[src/rtl/led_pattern_gen.sv]
// Multi-channel LED pattern generator: shared prescaler tick, per-channel OFF/ON/BLINK/BREATHE.
// Ports: sys_clk/sys_reset_n (sync, active low); cfg_valid/cfg_ready/cfg_chan/cfg_mode/cfg_half
//   configuration write port; tick timebase pulse; led pins (polarity set by ACTIVE_LOW).
// Latency: led registered one cycle after channel state; cfg_ready held high once out of reset.
module led_pattern_gen #(
  parameter int NUM_LEDS     = 6,
  parameter int CLK_HZ       = 27000000,
  parameter int TICK_HZ      = 1000,
  parameter int DIV_W        = 16,
  parameter int PWM_BITS     = 8,
  parameter int DEFAULT_HALF = 500,
  parameter int ACTIVE_LOW   = 1,
  localparam int CW          = (NUM_LEDS > 1) ? $clog2(NUM_LEDS) : 1
) (
  input  logic                sys_clk,
  input  logic                sys_reset_n,
  input  logic                cfg_valid,
  output logic                cfg_ready,
  input  logic [CW-1:0]       cfg_chan,
  input  logic [1:0]          cfg_mode,
  input  logic [DIV_W-1:0]    cfg_half,
  output logic                tick,
  output logic [NUM_LEDS-1:0] led
);

  localparam int PRESCALE = CLK_HZ / TICK_HZ;
  localparam int PRE_W    = $clog2(PRESCALE);

  localparam logic                INACTIVE = 1'(ACTIVE_LOW);
  localparam logic [PWM_BITS-1:0] DUTY_MAX = '1;
  localparam logic [PWM_BITS-1:0] DUTY_ONE = PWM_BITS'(1);
  localparam logic [DIV_W-1:0]    HALF_ONE = DIV_W'(1);

  typedef enum logic [1:0] {
    MODE_OFF     = 2'd0,
    MODE_ON      = 2'd1,
    MODE_BLINK   = 2'd2,
    MODE_BREATHE = 2'd3
  } mode_e;

  logic [PRE_W-1:0]    pre_cnt;
  logic [PWM_BITS-1:0] pwm_cnt;

  mode_e               mode     [NUM_LEDS];
  logic [DIV_W-1:0]    half     [NUM_LEDS];
  logic [DIV_W-1:0]    cnt      [NUM_LEDS];
  logic [PWM_BITS-1:0] duty     [NUM_LEDS];
  logic                phase    [NUM_LEDS];
  logic                dir_down [NUM_LEDS];

  logic [NUM_LEDS-1:0] cfg_hit;
  logic [NUM_LEDS-1:0] lit;
  logic [DIV_W-1:0]    cfg_half_eff;

  // Out-of-range channel numbers match no cfg_hit bit, so such writes are
  // accepted by the handshake but change nothing.
  always_comb begin
    cfg_hit      = '0;
    lit          = '0;
    cfg_half_eff = (cfg_half == '0) ? HALF_ONE : cfg_half;
    for (int i = 0; i < NUM_LEDS; i++) begin
      cfg_hit[i] = cfg_valid && cfg_ready && (cfg_chan == CW'(i));
      case (mode[i])
        MODE_OFF:     lit[i] = 1'b0;
        MODE_ON:      lit[i] = 1'b1;
        MODE_BLINK:   lit[i] = phase[i];
        MODE_BREATHE: lit[i] = (pwm_cnt < duty[i]);
        default:      lit[i] = 1'b0;
      endcase
    end
  end

  always_ff @(posedge sys_clk) begin
    if (!sys_reset_n) begin
      pre_cnt   <= '0;
      pwm_cnt   <= '0;
      tick      <= 1'b0;
      cfg_ready <= 1'b0;
      led       <= {NUM_LEDS{INACTIVE}};
      for (int i = 0; i < NUM_LEDS; i++) begin
        mode[i]     <= (i == 0) ? MODE_BLINK : MODE_OFF;
        half[i]     <= (i == 0) ? DIV_W'(DEFAULT_HALF) : HALF_ONE;
        cnt[i]      <= '0;
        duty[i]     <= '0;
        phase[i]    <= 1'b0;
        dir_down[i] <= 1'b0;
      end
    end else begin
      cfg_ready <= 1'b1;
      pwm_cnt   <= pwm_cnt + DUTY_ONE;

      // tick is high for the single cycle following the prescaler wrap.
      if (pre_cnt == PRE_W'(PRESCALE - 1)) begin
        pre_cnt <= '0;
        tick    <= 1'b1;
      end else begin
        pre_cnt <= pre_cnt + PRE_W'(1);
        tick    <= 1'b0;
      end

      for (int i = 0; i < NUM_LEDS; i++) begin
        led[i] <= lit[i] ^ INACTIVE;

        // A config write takes priority over a coincident tick on that channel.
        if (cfg_hit[i]) begin
          mode[i]     <= mode_e'(cfg_mode);
          half[i]     <= cfg_half_eff;
          cnt[i]      <= '0;
          duty[i]     <= '0;
          phase[i]    <= 1'b0;
          dir_down[i] <= 1'b0;
        end else if (tick && (mode[i] == MODE_BLINK || mode[i] == MODE_BREATHE)) begin
          if (cnt[i] == half[i] - HALF_ONE) begin
            cnt[i]   <= '0;
            phase[i] <= ~phase[i];
            if (mode[i] == MODE_BREATHE) begin
              // Triangle walk 0..MAX..0; direction flips on arrival at an end.
              if (!dir_down[i]) begin
                duty[i] <= duty[i] + DUTY_ONE;
                if (duty[i] == DUTY_MAX - DUTY_ONE) dir_down[i] <= 1'b1;
              end else begin
                duty[i] <= duty[i] - DUTY_ONE;
                if (duty[i] == DUTY_ONE) dir_down[i] <= 1'b0;
              end
            end
          end else begin
            cnt[i] <= cnt[i] + HALF_ONE;
          end
        end
      end
    end
  end

endmodule

[config.mk]
export PLATFORM = sky130hd
export DESIGN_NAME = led_pattern_gen
export DESIGN_NICKNAME = d
export VERILOG_FILES = /design/src/rtl/led_pattern_gen.sv
export SDC_FILE = /design/constraint.sdc
export NUM_CORES = 1
export LEC_CHECK = 0
export CELL_PAD_IN_SITES_DETAIL_PLACEMENT = 1
export CELL_PAD_IN_SITES_GLOBAL_PLACEMENT = 1
export CORE_MARGIN = 10
export CORE_UTILIZATION = 45
export CTS_CLUSTER_SIZE = 12
export DETAILED_ROUTE_END_ITERATION = 10
export GPL_TIMING_DRIVEN = 0
export PLACE_DENSITY_LB_ADDON = 0.1
export SYNTH_ARGS = -nofsm -noshare
export SYNTH_HDL_FRONTEND = slang
export SYNTH_SLANG_ARGS = --single-unit
export TNS_END_PERCENT = 5
[constraint.sdc]
create_clock -name sys_clk -period 3.27 [get_ports sys_clk]
set_clock_uncertainty 0.05 [all_clocks]
set_input_delay 0.327 -clock sys_clk [delete_from_list [all_inputs] [get_ports sys_clk]]
set_output_delay 0.327 -clock sys_clk [all_outputs]
set_load 0.05 [all_outputs]
==> metrics.md <==
| Metric | Value |
|---|---|
| DRC errors left | 0 |
| Tot GR Track Use | 0.202 |
| Multiplexer share of the synthesized area | 0.0104 |
| Hold/Removal Path Class | flop to flop |
| Peak supply drop | roughly 0.46 mV |
| Leakage Power | roughly 7.5 nW |
| Worst setup margin | -106 ps |
| Drt initial violations | ~840 |
| TritonCTS clock tree | done |
| Wire per inst | 20.0 µm |
| Main combinational cell family by area after synthesis | simple AND/OR/NAND/NOR gates |
| Ys Warns | 0 |
| Syn avg cell area | approximately 9.8 µm² |
| Post-route insts no fill | approximately 2600 |
| Post-synthesis cell type count | 80 |
| Post-synth EDFFs | between 200 and 300 |
| Vias per cell | roughly 5.7 |
| Slew HR | 0.234 |
| Slew @ Worst Pin | approximately 1100 ps |
| PD cells | ~430 nW/µm² |
| Area growth syn-to-layout | 15.0% |
| Clk Latency, worst-skew pair | roughly 550 ps |
| Fill count | between 4000 and 5000 |
| # rows | 74 |
| I/O Pins | 32 |
| CP Class | flop to flop |
| Reg clk slew, reported paths | around 60 ps |
| RSZ-0062 raised after global routing | yes |
| Post-synthesis simple-gate area fraction | 0.251 |
| Final Core Density | 0.523 |
| Maximum clock rate | ~0.3 GHz |
| Chip width | 223 µm |
| Adder-cell share of the synthesized area | 0.0540 |
| First-pass GRT wire length | 82.3 mm |
| DRT Pass-1 Iters | 5 |
| Setup violations, final | 31 |
| Compound-Gate Fraction of Synth Area | 0.0792 |
| Worst setup EP type | flop |
| Status | finished with violations |
| Starting density of the core | 0.455 |
| Critical Path Source Type | flop |
| Xor-xnor portion of the synthesized cell area | 0.117 |
| Setup_tns | -1270 ps |
| Total grt overflow | 0 |
| Ys flop type | edfxtp_1 |
| Ant. Diodes | 0 |
| CTS Sinks | between 200 and 300 |
| Fin crit share | 1.03 |
| WHS Path Cells | 1 |
| Final total power | a little over 0.009 W |
| CORE AREA | between 40000 and 50000 µm² |
| Min Tclk post-route | roughly 3400 ps |
| Register area share after synthesis | 0.456 |
| Share of cells above drive strength 1 | 0.0917 |
| Clock Tree Buf Depth | 3 |
| Via count | 14700 |
| CTS Buf Count | 36 |
| Max Cap Violations | 0 |
| Failing checks | setup timing |
| # port buffers | 29 |
| CTS Root Cell | clkbuf_16 |
| Layout Nets | approximately 2100 |
| Pins Over Slew Limit | 0 |
| Worst R2R Path Depth | 12 |
| Die height | 223 µm |
| Mapped Area | ~19000 µm² |
| Largest fanout on the critical path | 7 |
| Vias in the first global route | roughly 15000 |
| Antenna violations before repair | 2 |
| CP required | 3610 ps |
| Hold violation total from the final report | 0 |
| Largest net degree at the start of global routing | 21 |
| Post-Syn Instances | 1894 |
| Seq cells post-synth | between 200 and 300 |
| Min Hold Slack | 421 ps |
| Placed Cells | roughly 2500 |
| Share of flip-flops with an asynchronous set or reset | 0 |
| GPL Wtd Cong | ~0.83 |
| WL final | about 51 mm |
| Detail Placement HPWL | 36.9 mm |
| Number of antenna-violating nets in the routed design | 0 |
| Worst endpoint data arrival time | approximately 3700 ps |
| H-tree Lvls | 2 |
| Die Area | between 40000 and 50000 µm² |
| Syn Nets | between 1500 and 2000 |
metrics by stage:
stage	setup slack (ps)	instance area, µm²
2_1_floorplan	-9.90	18500
3_3_place_gp	-1000	19500
3_5_place_dp	-1140	19500
4_1_cts	-53.6	21200
5_1_grt	-188	21300
6_report	-106	21300
where the power goes:
part           switching [W]  internal (W)  total (W)
Combinational       0.000489      0.000309   0.000798
Clock                0.00163       0.00235    0.00399
Sequential          0.000181       0.00422    0.00440
final cells by class:
type / instances / area, µm² / area share
well taps: 532 / 666 / 0.0312
repair buffers: 61 / 556 / 0.0261
inverters: 97 / 364 / 0.0171
clock inverters: 16 / 145 / 0.00681
plain buffers: 59 / 304 / 0.0143
multi-input cells: 1442 / 9820 / 0.461
clock buffers: 48 / 1020 / 0.0478
flip-flops and latches: 295 / 8450 / 0.396
registers in the layout, summed over array words and instances (netlist names):
signal     flops
cfg_ready      1
cnt           96
dir_down       6
duty          48
half          96
led            6
mode          12
phase          6
pre_cnt       15
pwm_cnt        8
tick           1
final timing paths:
kind	endpoint	startpoint	slack [ps]
worst max-delay path	duty[5][6]$_DFFE_PP_	half[5][0]$_SDFFCE_PN1P_	-110
worst min-delay path	pre_cnt[0]$_SDFF_PP0_	pre_cnt[0]$_SDFF_PP0_	420
worst max register to register	duty[5][6]$_DFFE_PP_	half[5][0]$_SDFFCE_PN1P_	-110
worst min register to register	pre_cnt[0]$_SDFF_PP0_	pre_cnt[0]$_SDFF_PP0_	420
per-layer routing:
metal	GRT usage	wire length, µm	vias to the layer above
met4	0.0765	1680	0
met3	0.0251	1850	102
met2	0.341	24700	261
li1	-	-	7035
met1	0.260	22800	7256
met5	0	0	-
synthesized netlist by cell type, types with 6 or more instances:
master | count | area (µm²)
xnor2_1 | 151 | 1320
dfxtp_1 | 41 | 821
nor2b_1 | 21 | 131
nand4b_1 | 7 | 61.3
mux2i_1 | 17 | 170
nor3_1 | 78 | 390
a21boi_0 | 8 | 60.1
nor2_1 | 224 | 841
nor4b_1 | 7 | 61.3
and3_1 | 42 | 263
xor2_1 | 97 | 850
a31oi_1 | 17 | 106
a211oi_1 | 7 | 52.6
nand2b_1 | 24 | 150
buf_2 | 8 | 40.0
ha_1 | 80 | 1000
o31ai_1 | 6 | 45.0
o211ai_1 | 10 | 75.1
buf_1 | 6 | 22.5
nor4_1 | 42 | 263
o211a_1 | 7 | 70.1
edfxtp_1 | 254 | 7630
clkbuf_1 | 44 | 165
or4_1 | 9 | 67.6
or2_2 | 12 | 75.1
a311oi_1 | 7 | 61.3
nand3_1 | 102 | 510
o21ai_0 | 60 | 300
nand4_1 | 43 | 269
and2_1 | 99 | 619
a21oi_1 | 24 | 120
or3_1 | 17 | 106
nand2_1 | 116 | 435
nor3b_1 | 10 | 75.1
inv_1 | 96 | 360
placed cells by master, fill, tap and decap left out, drive strengths merged, types with 6 or more instances in the layout:
| cell type | netlist | layout |
|---|---|---|
| clkinv | 1 | 12 |
| or4 | 11 | 11 |
| o21ai | 60 | 60 |
| nor2 | 224 | 224 |
| a21boi | 8 | 8 |
| and3 | 42 | 42 |
| nor4b | 9 | 9 |
| a311oi | 7 | 7 |
| nand4 | 43 | 43 |
| or3 | 17 | 17 |
| nand4b | 7 | 7 |
| o211ai | 10 | 10 |
| o211a | 7 | 7 |
| edfxtp | 254 | 254 |
| nand2b | 24 | 24 |
| nor3b | 10 | 10 |
| clkdlybuf4s50 | 0 | 29 |
| nand2 | 116 | 116 |
| ha | 80 | 80 |
| a211oi | 7 | 7 |
| xor2 | 97 | 97 |
| nor4 | 46 | 46 |
| a21oi | 24 | 24 |
| dfxtp | 41 | 41 |
| mux2i | 17 | 17 |
| nand3 | 102 | 102 |
| nor3 | 80 | 80 |
| buf | 15 | 46 |
| xnor2 | 151 | 151 |
| or4b | 8 | 8 |
| a31oi | 17 | 17 |
| and2 | 99 | 99 |
| o31ai | 6 | 6 |
| or2 | 13 | 13 |
| inv | 96 | 96 |
| clkbuf | 45 | 93 |
| nor2b | 21 | 21 |
kinds of logic (layout without fill, tap and decap cells):
family | Yosys count | after routing
compound gates | 212 | 212
xor+xnor | 248 | 248
fa+ha+maj | 80 | 80
buf+inv | 157 | 281
flops | 295 | 295
mux | 19 | 19
simple gates | 883 | 883
worst max-delay path, stage by stage (launching register included):
cell,delay [ps]
edfxtp_1,450
inv_2,110
ha_4,160
or4b_4,500
or2_1,260
or3_4,380
a311oi_2,310
o22ai_4,170
buf_4,180
nor4_4,160
buf_4,200
nand3_1,90
a22oi_1,190
timing repair:
action / CTS / global route
setup endpoints to repair: 196 / 170
hold buffers: 0 / 0
endpoints found under the hold margin: 0 / 0
pin swaps: 19 / 2
setup buffers: 31 / 1
resized for setup: 71 / 24
gates cloned: 0 / 0
No activity file was read; power rests on OpenSTA's default activity.
